[config.mk]
export PLATFORM = sky130hd
export DESIGN_NAME = serial_adder
export DESIGN_NICKNAME = d
export VERILOG_FILES = /design/src/rtl/serial_adder.sv
export SDC_FILE = /design/constraint.sdc
export NUM_CORES = 1
export LEC_CHECK = 0
export BUFFER_PORTS_ARGS = -buffer_cell sky130_fd_sc_hd__buf_2
export CAP_MARGIN = 15
export CORE_MARGIN = 2
export CORE_UTILIZATION = 50
export CTS_BUF_LIST = sky130_fd_sc_hd__clkbuf_16
export DETAILED_ROUTE_END_ITERATION = 10
export PLACE_DENSITY_LB_ADDON = 0.2
export RECOVER_POWER = 50
export SYNTH_ARGS = -nofsm -noshare
export SYNTH_HDL_FRONTEND = slang
export SYNTH_SLANG_ARGS = --single-unit
[constraint.sdc]
create_clock -name clk -period 1.8 [get_ports clk]
set_input_delay 0.27 -clock clk [delete_from_list [all_inputs] [get_ports clk]]
set_output_delay 0.27 -clock clk [all_outputs]
set_load 0.01 [all_outputs]
[src/rtl/serial_adder.sv]
// Bit-serial adder: one bit per clock, LSB first, through a single fulladder
// cell with the carry held in a flip-flop between cycles.

module fulladder (
  input  logic a,
  input  logic b,
  input  logic ci,
  output logic s,
  output logic co
);
  logic w_axb;

  assign w_axb = a ^ b;
  assign s     = w_axb ^ ci;
  assign co    = (a & b) | (ci & w_axb);
endmodule

module serial_adder #(
  parameter int WIDTH = 8
) (
  input  logic             clk,
  input  logic             rst_n,
  input  logic             in_valid,
  output logic             in_ready,
  input  logic [WIDTH-1:0] a,
  input  logic [WIDTH-1:0] b,
  input  logic             c_in,
  output logic             out_valid,
  input  logic             out_ready,
  output logic [WIDTH-1:0] sum,
  output logic             c_out
);
  localparam int CW = $clog2(WIDTH);
  localparam logic [CW-1:0] LAST = CW'(WIDTH - 1);

  typedef enum logic [1:0] {IDLE, RUN, DONE} state_t;

  state_t           r_state;
  logic [WIDTH-1:0] r_a_sh;
  logic [WIDTH-1:0] r_b_sh;
  logic [WIDTH-1:0] r_sum_sh;
  logic             r_carry;
  logic [CW-1:0]    r_cnt;
  logic             w_s;
  logic             w_co;

  fulladder u_fa (
    .a  (r_a_sh[0]),
    .b  (r_b_sh[0]),
    .ci (r_carry),
    .s  (w_s),
    .co (w_co)
  );

  always_ff @(posedge clk or negedge rst_n) begin
    if (!rst_n) begin
      r_state  <= IDLE;
      r_a_sh   <= '0;
      r_b_sh   <= '0;
      r_sum_sh <= '0;
      r_carry  <= 1'b0;
      r_cnt    <= '0;
    end else begin
      case (r_state)
        IDLE: begin
          if (in_valid) begin
            r_a_sh   <= a;
            r_b_sh   <= b;
            r_carry  <= c_in;
            r_sum_sh <= '0;
            r_cnt    <= '0;
            r_state  <= RUN;
          end
        end
        RUN: begin
          // Sum bits enter at the MSB so the LSB lands at bit 0 after WIDTH steps.
          r_a_sh   <= {1'b0, r_a_sh[WIDTH-1:1]};
          r_b_sh   <= {1'b0, r_b_sh[WIDTH-1:1]};
          r_sum_sh <= {w_s, r_sum_sh[WIDTH-1:1]};
          r_carry  <= w_co;
          r_cnt    <= r_cnt + 1'b1;
          if (r_cnt == LAST) begin
            r_state <= DONE;
          end
        end
        DONE: begin
          if (out_ready) begin
            r_state <= IDLE;
          end
        end
        default: r_state <= IDLE;
      endcase
    end
  end

  assign in_ready  = (r_state == IDLE);
  assign out_valid = (r_state == DONE);
  assign sum       = r_sum_sh;
  assign c_out     = r_carry;
endmodule

-- Word level (Yosys, flattened, before mapping)
Index checks and enable logic that the tools add are counted.
- reductions and logical operators: 4
- bitwise gates (word level): 5
- $add $sub $neg: 1
- eq/ne operators: 6
- multiplexer cells: 14
- operator list (operator ; number):
    $pmux 8 s2 ; 3
    $mux 8 ; 3
    $mux 2 ; 3
    $pmux 2 s3 ; 1
    $pmux 3 s2 ; 1
    $ne 2x2->1 const B ; 2
    $add 3x1->3 const B ; 1
    $eq 3x3->1 const B ; 1
    $mux 3 ; 1
    $reduce_and 3->1 ; 1
    $and 1x1->1 ; 2
    $eq 2x1->1 const B ; 1
    $eq 2x2->1 const B ; 1
    $logic_not 2->1 ; 1
    $ne 2x1->1 const B ; 1
    $pmux 1 s2 ; 1
    $reduce_and 2->1 ; 1
    $reduce_bool 2->1 ; 1
    $xor 1x1->1 ; 2
    $mux 1 ; 1
    $or 1x1->1 ; 1
- bits in registers: 30
- input bits: 21
- word-level logic and storage cells: 36
- output and inout port bits: 11

-- Depth between registers and ports, before layout
Gate-level depths: netlist (run 1).
- depth after elaboration: 4
- mapped depth: 5
- mapped depth without buffers: 5

-- Hierarchy
A second synthesis (run 1) with hierarchy kept.
- cell total of the unflattened synthesis: 136
- area total of the unflattened synthesis: 1524.0 µm²
- by module, submodules not included (module ; times used ; area an instance (µm²) ; cells an instance):
    serial_adder ; 1 ; 1503.9 ; 135
    fulladder ; 1 ; 20.0 ; 1

-- Worst setup path before layout (run 1)
OpenSTA, ideal clock, no wires.
- kind: register to register
- start: register r_carry, in the netlist c_out
- end: register r_carry, in the netlist c_out
- data arrival time: 1.126 ns
- setup time: 0.094 ns
- cell stages (with the launch flop): 4
- path slack: 0.580 ns
- buffers on the path: 0
- data required time: 1.706 ns
- cells stage by stage: dfrtp_1 > inv_1 > fa_1 > a221oi_2
- longest elaborated chain between the ends: 3
- ends and longest elaborated chain (item ; line ; text):
    start, declared ; 42 ; logic r_carry;
    start signal, assigned ; 69 ; r_carry <= c_in;
    start signal, assigned ; 80 ; r_carry <= w_co;
    $and 1x1->1 ; 15 ; assign co = (a & b) | (ci & w_axb);
    $or 1x1->1 ; 15 ;
    $pmux 1 s2 ; 64 ; case (r_state)
No other way between the ends.
A chain may end at the register's enable or synchronous reset.

-- Worst setup path in the final report (run 1)
- start: register r_state[1]
- end: output port out_valid
- longest elaborated chain between the ends: 1
- ends and longest elaborated chain (item ; line ; text):
    start, declared ; 38 ; state_t r_state;
    start signal, assigned ; 57 ; r_state <= IDLE;
    start signal, assigned ; 72 ; r_state <= RUN;
    start signal, assigned ; 83 ; r_state <= DONE;
    $eq 2x2->1 ; 97 ; assign out_valid = (r_state == DONE);
    end, declared ; 28 ; output logic out_valid,
No other way between the ends.

==> impl_metrics.json, run 1 <==
{
  "core_um2": 3000,
  "start_kind": "flip-flop",
  "synth_area_leaders": "dfrtp_1, nor3_2, o22ai_1, nor3_1, a22o_1",
  "grt_usage_pct": 20.3,
  "layout_commonest_cell": "dfrtp_1",
  "cts_root_buf": "clkbuf_16",
  "place.gp.congestion": 0.768,
  "remaining_drc_errors": 0,
  "rsz0062_at_grt": "false",
  "ys_ff_latch": 30,
  "cts_max_level": 2,
  "period_needed_ns": 1.65,
  "synthesis.nets": 163,
  "synthDistinctLibCells": 26,
  "drv_slew": 31,
  "cts_buffers": 5,
  "hold-worst-slack_ns": 0.164,
  "rows": 20,
  "pin_count": 32,
  "worstSetupEndpointType": "output port",
  "wirelength_um": 3050,
  "tightest_slew_ns": 1.55,
  "start_util_pct": 51.3,
  "synthesis.area_um2": 1540,
  "antenna_cells": 0,
  "required_ns": 1.53,
  "yosysWarnings": 0,
  "seq_area_frac_synth_pct": 48.7,
  "critPathArrivalTime_ns": 1.38,
  "cts_tree": "yes",
  "violations": "capacitance limit, slew limit",
  "grt_pass1_vias": 1170,
  "status": "finished with violations",
  "drive_gt1_share_pct": 34.7,
  "slew-limit-headroom_pct": -3.20,
  "finalCritPeriodShare_pct": 91.7,
  "timing.setup.tns_ns": 0,
  "dr.pass1.iters": 4,
  "synth_cells": 139,
  "post-dp-hpwl_um": 2060,
  "drtIter0Drc": 46,
  "clk_path_buf_depth": 2,
  "cts_sinks": 30,
  "clk_pin_slew_ns": 0.05,
  "final-hold-violation-count": 0,
  "grt-ovfl-total": 0,
  "postCtsHoldBufs": 0,
  "power_density_nw_per_um2": 1750,
  "cts_resized": 0,
  "wire_per_inst_um": 15.2,
  "rr_worst_depth": 3,
  "timing.max_cap.violations": 1,
  "die-area_um2": 3540,
  "detail-route-antenna-nets": 0,
  "vias_per_cell": 6.05,
  "grt_max_degree": 31,
  "die_x_um": 59.5,
  "min_path_cells": 2,
  "postCtsSetupRepairBufs": 0,
  "synth.largest_area_cell": "dfrtp_1",
  "vias": 1210,
  "p_leak_nw": 0.795,
  "crit_fanout": 16,
  "avgSynthCellArea_um2": 11.1,
  "fin_worst_skew_ns": 0.00481,
  "peakVddDrop_uv": 687,
  "setup_viol": 0,
  "num-nets-final": 192,
  "hold_path.class": "in -> reg",
  "power.total_w": 0.00314,
  "portBuffers": 31,
  "insertion_delay_ns": 0.27,
  "synth_top_cell_area_share_pct": 48.7,
  "max_freq_mhz": 606,
  "critical_path_class": "reg -> out",
  "area_growth_pct": 16.3,
  "antenna_found_initial": 0,
  "grt_pass1_wl_um": 5290,
  "final_cell_mix": "dfrtp_1, buf_2, nor3_2, nor3_1, o22ai_1",
  "fp.dieH_um": 59.5
}
## worst max-delay path, cell delays in order (launching register included)
cell,delay [ns]
dfrtp_1,0.48
buf_4,0.20
inv_2,0.22
nor2_1,0.06
buf_2,0.14
## through the flow
stage	instance area, µm²	utilization (%)	instances	setup slack, ns
5_1_grt	1790	59.7	200	0.0880
4_1_cts	1800	60.0	200	0.148
2_1_floorplan	1540	-	139	0.580
3_5_place_dp	1670	55.7	194	0.315
6_report	1790	59.7	200	0.150
3_3_place_gp	1670	55.7	194	0.388
## synthesized netlist by cell type, drive strengths merged
master  count
or2         1
nand2b      2
mux2i       1
inv         5
nor2b       2
o21ai       6
o21bai      1
o31ai       1
o32ai       3
a221oi      1
fa          1
nor3       36
ha          2
nand2       5
nor2        6
buf        13
a22o        9
dfrtp      30
o22ai      14
## kinds of logic after synthesis
kind of cell | synth area share (%)
adder cells (fa/ha/maj) | 2.92
multiplexers | 0.649
flip-flops | 48.7
AO/OA/AOI/OAI | 16.4
AND/OR/NAND/NOR | 23.9
buffers and inverters | 7.47
## layout make-up
cell class	instances	area [µm²]
inverters	5	18.8
repair buffers	35	178
fillers	273	1210
well taps	33	41.3
flip-flops and latches	30	751
clock inverters	1	3.75
multi-input cells	91	676
clock buffers	5	125
## state kept, by name, summed over array words and instances (netlist names)
register / flops
r_a_sh: 8
r_b_sh: 8
sum: 8
r_cnt: 3
r_state: 2
c_out: 1
## layer usage
metal	up-vias	wire length (µm)	global-route usage, %	share of wire (%)
met5	-	0	0	0
met4	0	53	8.57	1.7
met3	5	165	6.55	5.4
met2	36	1560	34.2	51
met1	597	1270	23.7	42
li1	572	-	-	-
## power by group
| group | switching, W | total, W | internal (W) |
|---|---|---|---|
| Combinational | 0.000652 | 0.00117 | 0.000523 |
| Clock | 0.000251 | 0.000738 | 0.000487 |
| Sequential | 0.000240 | 0.00123 | 0.000985 |
| Total | 0.00114 | 0.00314 | 0.00200 |
## worst paths after layout
kind                       slack [ns]          to        from
hold reg to reg                  0.50      sum[7]      sum[7]
setup reg to reg                 0.34   r_b_sh[6]  r_state[1]
setup / recovery                 0.15   out_valid  r_state[1]
hold / removal                   0.16  r_state[1]   out_ready
min in group asynchronous        0.37      sum[0]       rst_n
max in group asynchronous        0.52   r_b_sh[5]       rst_n
(Power assumes the default switching activity.)
==> inputs of run 2 (changes only) <==
CORE_UTILIZATION = 58   (was 50)
==> impl_metrics.json, run 2 (synthesized netlist as in run 1, its figures left out) <==
{
  "path_cells": "inv_2, nor2_1, buf_2",
  "grt_usage_pct": 22.3,
  "postCtsHoldBufs": 0,
  "grt_max_degree": 31,
  "cts_root_buf": "clkbuf_16",
  "antenna_cells": 0,
  "violations": "capacitance limit, slew limit",
  "grt.met2_usage_pct": 36.1,
  "hold_path.class": "in -> reg",
  "tightest_slew_ns": 1.56,
  "timing.max_cap.violations": 1,
  "max_stage_delay_ns": 0.58,
  "crit_path_top_delay_cell": "dfrtp_1",
  "timing.setup.tns_ns": 0,
  "dr.pass1.iters": 5,
  "worstSetupEndpointType": "output port",
  "remaining_drc_errors": 0,
  "wirelength_um": 2980,
  "cts_max_level": 2,
  "finalCoreUtilization_pct": 71.3,
  "detail-route-antenna-nets": 0,
  "final-hold-violation-count": 0,
  "grt_pass1_wl_um": 5360,
  "area_growth_pct": 15.7,
  "vias": 1165,
  "drv_slew": 31,
  "period_needed_ns": 1.59,
  "postCtsSetupRepairBufs": 0,
  "power.total_w": 0.00314,
  "met1_usage_pct": 27.5,
  "drive_gt1_share_pct": 34.1,
  "fin_worst_skew_ns": 0.00628,
  "critPathArrivalTime_ns": 1.32,
  "power_density_nw_per_um2": 1760,
  "start_kind": "flip-flop",
  "grt-ovfl-total": 0,
  "antenna_found_initial": 0,
  "num-nets-final": 190,
  "placedCellCount": 189,
  "fp.dieH_um": 55.6,
  "die-area_um2": 3090,
  "cts_buffers": 5,
  "pre_cts_ws_ns": 0.266,
  "max_freq_mhz": 629,
  "rsz0062_at_grt": "false",
  "crit_fanout": 16,
  "grt_pass1_vias": 1178,
  "cts_resized": 0,
  "drtIter0Drc": 46,
  "peakVddDrop_uv": 1260,
  "insertion_delay_ns": 0.27,
  "cts_tree": "yes",
  "layout_commonest_cell": "dfrtp_1",
  "start_util_pct": 61.7,
  "rows": 18,
  "final_cell_mix": "dfrtp_1, buf_2, nor3_2, nor3_1, o22ai_1",
  "busiest_layer": "met2",
  "portBuffers": 31,
  "p_leak_nw": 0.795,
  "core_um2": 2500,
  "setup_viol": 0,
  "post-dp-hpwl_um": 1990,
  "required_ns": 1.53,
  "status": "finished with violations",
  "timing.final.ws_setup_ns": 0.211,
  "cts_sinks": 30,
  "clk_path_buf_depth": 2,
  "stdcell_count": 197,
  "finalCritPeriodShare_pct": 88.3,
  "critical_path_class": "reg -> out",
  "wire_per_inst_um": 15.1,
  "die_x_um": 55.6,
  "pin_count": 32,
  "place.gp.congestion": 0.745,
  "vias_per_cell": 5.91,
  "slew-limit-headroom_pct": -4.08,
  "clk_pin_slew_ns": 0.05,
  "use_met3_pct": 5.62
}
[run 2: cell count changes in the layout (fill, tap and decap cells not counted), sizes merged]
| cell | previous run | this run |
|---|---|---|
| buf | 29 | 27 |
| inv | 5 | 6 |
| clkinv | 1 | 2 |
[run 2: area by class of cell]
type	instances	area, µm²
Timing Repair Buffer	33	163
Fill cell	186	717
Clock inverter	3	12.5
Tap cell	30	37.5
Clock buffer	5	125
Inverter	5	18.8
Sequential cell	30	751
Multi-Input combinational cell	91	676
[run 2: worst paths after layout]
| check | startpoint | endpoint | slack [ns] | cells past startpoint |
|---|---|---|---|---|
| max | r_state[1] | out_valid | 0.21 | 3 |
| max in group asynchronous | rst_n | r_a_sh[0] | 0.51 | 1 |
| min reg2reg | sum[0] | sum[0] | 0.49 | 1 |
| max reg2reg | r_state[1] | r_a_sh[2] | 0.25 | 3 |
| min | out_ready | r_state[1] | 0.18 | 2 |
| min in group asynchronous | rst_n | sum[3] | 0.38 | 1 |
[run 2: report_power, final]
group | total (W) | switching, W | internal [W]
Sequential | 0.00123 | 0.000250 | 0.000984
Combinational | 0.00114 | 0.000639 | 0.000503
Clock | 0.000766 | 0.000269 | 0.000497
[run 2: worst max-delay path: cells and delay by family, from the launching register on]
kind                   cells  cell delay [ns]
buffers and inverters      2             0.35
DFF                        1             0.58
and+or+nand+nor            1             0.12
[run 2: stage by stage]
stage | instance area (µm²) | hold slack (ns)
4_1_cts | 1790 | 0.0499
5_1_grt | 1780 | 0.196
6_report | 1780 | 0.183
3_3_place_gp | 1650 | 0.331
3_5_place_dp | 1650 | 0.333
2_1_floorplan | 1540 | -0.0256
[run 2: routing by layer]
metal / part of all wire (%) / up-vias / wire [µm]
met5: 0 / - / 0
met3: 5.1 / 11 / 153
li1: - / 567 / -
met2: 48 / 45 / 1420
met1: 44 / 542 / 1320
met4: 2.9 / 0 / 85
